===== src/rtl/if_id_buffer_pkg.sv =====
// if_id_buffer_pkg
// Shared parameters for the fetch/decode buffer: field widths, exception
// codes and the packed entry layout that moves through the buffer.

package if_id_buffer_pkg;

   localparam int PC_W       = 32;
   localparam int INS_W      = 32;
   localparam int EXC_TYPE_W = 5;

   localparam logic [EXC_TYPE_W-1:0] EXC_INT  = 5'd0;
   localparam logic [EXC_TYPE_W-1:0] EXC_ADEL = 5'd4;
   localparam logic [EXC_TYPE_W-1:0] EXC_ADES = 5'd5;
   localparam logic [EXC_TYPE_W-1:0] EXC_RI   = 5'd10;
   localparam logic [EXC_TYPE_W-1:0] EXC_OV   = 5'd12;

   // One buffer entry. All six fields are stored and read back as one word.
   typedef struct packed {
      logic [PC_W-1:0]       pc;
      logic [INS_W-1:0]      ins;
      logic                  exc;
      logic [EXC_TYPE_W-1:0] exc_type;
      logic                  eret;
      logic                  bd;
   } entry_t;

   localparam int ENTRY_W = $bits(entry_t);

endpackage


===== src/rtl/if_id_buffer.sv =====
// if_id_buffer
// Small in-order queue between instruction fetch and decode. Once an entry
// carrying a fetch exception or an eret is accepted, the buffer locks and
// refuses further pushes (they are wrong-path) until a flush arrives.
//
// Ports
//   clk, rst_n              clock, async-assert active-low reset
//   flush                   drop all entries and leave LOCK
//   in_valid / in_ready     push handshake from fetch
//   in_pc .. in_bd          fields of the pushed entry
//   out_valid / out_ready   pop handshake to decode
//   out_pc .. out_bd        head entry fields (all zero when empty)
//   count                   number of occupied entries
//
// state | meaning
// RUN   | accepting pushes while not full
// LOCK  | exception/eret entry accepted; pushes blocked, pops continue

module if_id_buffer
   import if_id_buffer_pkg::*;
#(
   parameter int DEPTH = 2
) (
   input  logic                  clk,
   input  logic                  rst_n,
   input  logic                  flush,
   input  logic                  in_valid,
   output logic                  in_ready,
   input  logic [PC_W-1:0]       in_pc,
   input  logic [INS_W-1:0]      in_ins,
   input  logic                  in_exc,
   input  logic [EXC_TYPE_W-1:0] in_exc_type,
   input  logic                  in_eret,
   input  logic                  in_bd,
   output logic                  out_valid,
   input  logic                  out_ready,
   output logic [PC_W-1:0]       out_pc,
   output logic [INS_W-1:0]      out_ins,
   output logic                  out_exc,
   output logic [EXC_TYPE_W-1:0] out_exc_type,
   output logic                  out_eret,
   output logic                  out_bd,
   output logic [$clog2(DEPTH):0] count
);

   localparam int PTR_W = $clog2(DEPTH);
   localparam int CNT_W = PTR_W + 1;

   typedef enum logic {
      RUN  = 1'b0,
      LOCK = 1'b1
   } state_e;

   state_e             state_q, state_d;
   logic [PTR_W-1:0]   wr_ptr_q, wr_ptr_d;
   logic [PTR_W-1:0]   rd_ptr_q, rd_ptr_d;
   logic [CNT_W-1:0]   count_q, count_d;
   // Cleared by reset and set on the first edge afterwards, so in_ready
   // stays low until reset has been released synchronously.
   logic               live_q, live_d;
   entry_t             mem_q [DEPTH];

   entry_t             in_entry;
   entry_t             out_entry;
   logic               push;
   logic               pop;

   assign in_entry = '{pc: in_pc, ins: in_ins, exc: in_exc,
                       exc_type: in_exc_type, eret: in_eret, bd: in_bd};

   assign in_ready  = live_q & (count_q < CNT_W'(DEPTH)) & (state_q == RUN) & ~flush;
   assign out_valid = (count_q != '0);
   assign push      = in_valid & in_ready;
   assign pop       = out_valid & out_ready;

   always_comb begin
      state_d  = state_q;
      wr_ptr_d = wr_ptr_q;
      rd_ptr_d = rd_ptr_q;
      count_d  = count_q;
      live_d   = 1'b1;
      if (flush) begin
         state_d  = RUN;
         wr_ptr_d = '0;
         rd_ptr_d = '0;
         count_d  = '0;
      end else begin
         if (push) begin
            wr_ptr_d = wr_ptr_q + PTR_W'(1);
            if (in_exc | in_eret) begin
               state_d = LOCK;
            end
         end
         if (pop) begin
            rd_ptr_d = rd_ptr_q + PTR_W'(1);
         end
         case ({push, pop})
            2'b10:   count_d = count_q + CNT_W'(1);
            2'b01:   count_d = count_q - CNT_W'(1);
            default: count_d = count_q;
         endcase
      end
   end

   always_ff @(posedge clk or negedge rst_n) begin
      if (!rst_n) begin
         state_q  <= RUN;
         wr_ptr_q <= '0;
         rd_ptr_q <= '0;
         count_q  <= '0;
         live_q   <= 1'b0;
      end else begin
         state_q  <= state_d;
         wr_ptr_q <= wr_ptr_d;
         rd_ptr_q <= rd_ptr_d;
         count_q  <= count_d;
         live_q   <= live_d;
      end
   end

   // Storage is not reset; count gating of the outputs hides stale words.
   // push is already low during flush because in_ready includes ~flush.
   always_ff @(posedge clk) begin
      if (push) begin
         mem_q[wr_ptr_q] <= in_entry;
      end
   end

   assign out_entry    = out_valid ? mem_q[rd_ptr_q] : '0;
   assign out_pc       = out_entry.pc;
   assign out_ins      = out_entry.ins;
   assign out_exc      = out_entry.exc;
   assign out_exc_type = out_entry.exc_type;
   assign out_eret     = out_entry.eret;
   assign out_bd       = out_entry.bd;
   assign count        = count_q;

endmodule


===== config.mk =====
export PLATFORM = sky130hd
export DESIGN_NAME = if_id_buffer
export DESIGN_NICKNAME = d
export VERILOG_FILES = /design/src/rtl/if_id_buffer_pkg.sv /design/src/rtl/if_id_buffer.sv
export SDC_FILE = /design/constraint.sdc
export NUM_CORES = 1
export LEC_CHECK = 0
export BUFFER_PORTS_ARGS = -buffer_cell sky130_fd_sc_hd__buf_2
export CAP_MARGIN = 40
export CORE_MARGIN = 2
export CORE_UTILIZATION = 53
export CTS_CLUSTER_DIAMETER = 60
export DETAILED_ROUTE_END_ITERATION = 8
export PLACE_DENSITY = 0.8
export SLEW_MARGIN = 40
export SYNTH_ARGS = -nofsm -noshare
export SYNTH_HDL_FRONTEND = slang
export SYNTH_SLANG_ARGS = --single-unit

===== constraint.sdc =====
create_clock -name clk -period 11.87 [get_ports clk]
set_input_delay 2.374 -clock clk [delete_from_list [all_inputs] [get_ports clk]]
set_output_delay 2.374 -clock clk [all_outputs]
set_load 0.01 [all_outputs]

After elaboration in Yosys (flattened, before gate mapping)

Memory sizes are Yosys's and may differ from the RTL's.
Index checks and enable logic that the tools add are counted.

Memory bits (writable): 144
Bits of input ports: 77
Output and inout port bits: 76
Memories kept: 1
Logic and storage cells: 39
Flip-flop bits (word level): 6

Memory list:

| memory | words | width | read ports | clocked after memory_dff | write ports | line               | source |
|---|---|---|---|---|---|---|---|
| mem_q  | 2     | 72    | 1          | 0                        | 1           | if_id_buffer.sv:61 | `entry_t mem_q [DEPTH];` |

Equal/unequal tests: 2
Add/sub/neg operators: 4
Magnitude comparators: 1
Reductions and logical operators: 6
Mux-type cells: 12
Bitwise gates (word level): 8

Operators by type and width:

| operator                                            | number |
|---|---|
| 2-to-1 mux 72 bit                                   | 1 |
| 2-to-1 mux 1 bit                                    | 9 |
| nonzero test 2 bit                                  | 4 |
| bitwise AND 1 bit                                   | 5 |
| case mux 2 bit (2 select lines)                     | 1 |
| nonzero test 3 bit                                  | 1 |
| adder 1 bit, second input constant                  | 2 |
| adder 2 x 1 -> 2 bit, second input constant         | 1 |
| equality test 2 x 1 -> 1 bit, second input constant | 1 |
| equality test 2 bit, second input constant          | 1 |
| < comparator 2 bit, second input constant           | 1 |
| 2-to-1 mux 2 bit                                    | 1 |
| inverter 1 bit                                      | 2 |
| AND reduction 2 bit                                 | 1 |
| subtractor 2 x 1 -> 2 bit, second input constant    | 1 |
| bitwise OR 1 bit                                    | 1 |

Depth between registers and ports, before layout

Word-level depth: 8
Mapped depth: 4
Mapped depth without buffers: 3

Worst setup path after synthesis

No wires, ideal clock.

Kind: input-to-reg
Start: in in_valid
End: mem mem_q[0][0] in the netlist's numbering (enable)
Arrival: 7,893 ps
Data required time: 11,265 ps
Stages: 2
Buffers on the path: 0
Library setup time: 605 ps
Setup slack: 3,372 ps
Cell sequence: and4bb_4 -> nor3b_1

Cells in the longest elaborated chain, start to end: 3

Ends and longest elaborated chain:

| element                                | line                | source |
|---|---|---|
| from (decl)                            | if_id_buffer.sv:27  | `input logic in_valid,` |
| bitwise AND 1 bit                      | if_id_buffer.sv:73  | `assign push = in_valid & in_ready;` |
| 2-to-1 mux 1 bit                       | if_id_buffer.sv:124 | `if (push) begin` |
| 2-to-1 mux 1 bit (implied by the code) | if_id_buffer.sv:125 | `mem_q[wr_ptr_q] <= in_entry;` |
| to (decl)                              | if_id_buffer.sv:61  |  |

No other way between the ends.

Worst setup path in the final report

Start: in flush
End: out in_ready

Cells in the longest elaborated chain, start to end: 2

Ends and longest elaborated chain:

| element           | line               | source |
|---|---|---|
| from (decl)       | if_id_buffer.sv:26 | `input logic flush,` |
| inverter 1 bit    | if_id_buffer.sv:71 | `assign in_ready = live_q & (count_q < CNT_W'(DEPTH)) & (state_q == RUN) & ~flush;` |
| bitwise AND 1 bit | if_id_buffer.sv:71 |  |
| to (decl)         | if_id_buffer.sv:28 | `output logic in_ready,` |

No other way between the ends.

==> metrics.yaml <==
global_route:
  grt_pass1_vias: 3265
  grt_usage_pct: 18.2
  grt_max_degree: 74
  antenna_found_initial: 0
  grt_pass1_wl_um: 15700
  grt-ovfl-total: 0
worst_setup_path:
  worst_setup_path_start_kind: "input port"
  end_kind: "primary output"
  cp.required_ns: 9.50
  arrival_ns: 3.01
  critical_path_class: "input port to primary output"
  crit_fanout: 8
timing:
  tightest_slew_ns: 0.773
  maxSlewViolCount: 0
  setup_viol: 0
  min_period_ns: 5.38
  max_freq_mhz: 186
  hold_violations: 0
  setup_tns_ns: 0
  grt_setup_unrepaired: "false"
  layout_worst_path_cycle_share_pct: 45.4
  worst_slack_ns: 6.49
  max_slew_margin_pct: 48.5
  fin_skew_ns: 0.0102
clocking:
  postCtsHoldBufs: 0
  cts-root-buf: "clkbuf_8"
  cts_resized: 0
  htreeDepth: 4
  clock-sinks: 150
  cts_buffers: 17
  path_clk_slew_ns: 0.06
  postCtsSetupRepairBufs: 0
  cts_tree: "built"
  cts_buffer_depth: 2
  clk_latency_ns: 0.52
cells_and_area:
  antenna_cells: 0
  postLayoutCoreUtil_pct: 68.5
  fin_nets: 571
  synthToLayoutAreaGrowth_pct: 24.7
  drive_gt1_share_pct: 38.0
  stdcell_count: 641
floorplanning:
  die_area_um2: 11600
  die_h_um: 108
  die_w_um: 108
  fp-row-count: 37
  initial_core_util_pct: 54.9
  ios: 153
  design.core.area_um2: 10400
yosys:
  synth_most_common_cell: "edfxtp_1"
  async_reset_ff_share_pct: 4.00
  yosys.area_share.simple_pct: 6.02
  synth_seq_area_share_pct: 78.2
  synth_nets: 411
  synth_enable_flop_cells: 144
  ys_seq_elements: 150
  synth_top_area_share_pct: 75.6
  synth_xor_area_share_pct: 0.306
  yosysTopAreaCell: "edfxtp_1"
  yosysWarnings: 0
  avgSynthCellArea_um2: 17.1
  ys_types: 23
  synth.area.top_cells: "edfxtp_1 76%, mux2i_1 13%, nor2_1 4.9%"
  syn_inst: 334
  synth_top_family_by_area: "multiplexers"
  synth_top_cells_by_count: "144 x edfxtp_1, 74 x nor2_1, 72 x mux2i_1"
  synth_compound_area_share_pct: 0.897
  synthAdderAreaFrac_pct: 0
  muxShareOfSynthArea_pct: 12.6
  ys.flop_type: "edfxtp_1"
  syn_area_um2: 5720
route:
  drt-wirelength-per-cell_um: 16.0
  wirelength_um: 10200
  first_pass_iters: 4
  via_count: 3266
  drc: 0
  drtIter0Drc: 215
  vias_per_cell: 5.10
  drtAntennaViolNets: 0
place:
  dp.cells: 611
  io_buffers: 152
  dp_worst_setup_slack_ns: 6.50
  place_congestion: 0.714
  dp_hpwl_um: 6390
run_status:
  status: "finished clean"
power:
  leakagePower_uw: 0.00271
  p_total_uw: 1150
  peakVddDrop_uv: 113
  pwr_density_cell_nw_per_um2: 162
worst_hold_path:
  hold_path.class: "register to register"
flow_run:
  drv_cap: 0
[through the flow]
| stage | hold WS [ns] | instance area, um^2 |
|---|---|---|
| after floorplan | 0.518 | 5720 |
| after global placement | 0.547 | 6610 |
| after detailed placement | 0.564 | 6610 |
| after CTS | 0.577 | 7130 |
| after global routing | 0.636 | 7130 |
| final | 0.580 | 7130 |
[worst max-delay path, stage by stage]
cell and delay (ns):
buf_2 0.15, nor4b_1 0.30, buf_2 0.18
[routing by layer]
layer | vias up | track usage, % | routed length (um)
li1 | 1558 | - | -
met1 | 1583 | 22.5 | 4220
met2 | 114 | 29.7 | 5280
met3 | 11 | 5.99 | 614
met4 | 0 | 7.69 | 131
met5 | - | 0 | 0
[path summary, 6_finish.rpt]
kind,startpoint,endpoint,slack (ns),cells past startpoint
hold reg to reg,state_q,state_q,0.58,2
setup reg to reg,count[1],mem_q[1][13],9.51,3
setup / recovery,flush,in_ready,6.49,3
hold / removal,state_q,state_q,0.58,2
min in group asynchronous,rst_n,count[0],1.67,1
max in group asynchronous,rst_n,rd_ptr_q,10.04,1
[cell usage in the layout (no fill, tap or decap), drive strengths merged]
master / count
xor2: 1
o21ai: 3
buf: 157
inv: 6
a311oi: 1
nand2: 2
clkbuf: 17
dfrtp: 6
edfxtp: 144
clkinv: 5
nor4b: 1
a21o: 1
and3b: 1
conb: 1
nor2: 75
and4bb: 1
bufinv: 1
nor3b: 1
nor4bb: 1
a21oi: 3
mux2i: 72
clkinvlp: 4
xnor2: 1
[area by class of cell]
cell class | instances | area, um^2
tap | 136 | 170
multi-input combinational | 165 | 1150
sequential | 150 | 4480
clock buffer | 17 | 414
clock inverter | 13 | 109
inverter | 3 | 11.3
fill | 721 | 3290
timing repair buffer | 157 | 798
[report_power, final]
| group | switching (uW) | internal [uW] | total, uW |
|---|---|---|---|
| combinational | 46.4 | 36.0 | 82.4 |
| clock | 195 | 274 | 469 |
| sequential | 7.49 | 594 | 602 |
| total | 249 | 904 | 1150 |
[kinds of logic (layout without fill, tap and decap cells)]
group	Yosys count	after routing
other	1	1
and+or+nand+nor	82	82
muxes	72	72
AOI/OAI and AO/OA	8	8
xor gates and xnor gates	2	2
DFF	150	150
buffers and inverters	19	190
[state kept, by name, summed over array words and instances (netlist names)]
name	flops
mem_q	144
count	2
wr_ptr_q	1
state_q	1
live_q	1
rd_ptr_q	1
(Power assumes the default switching activity.)
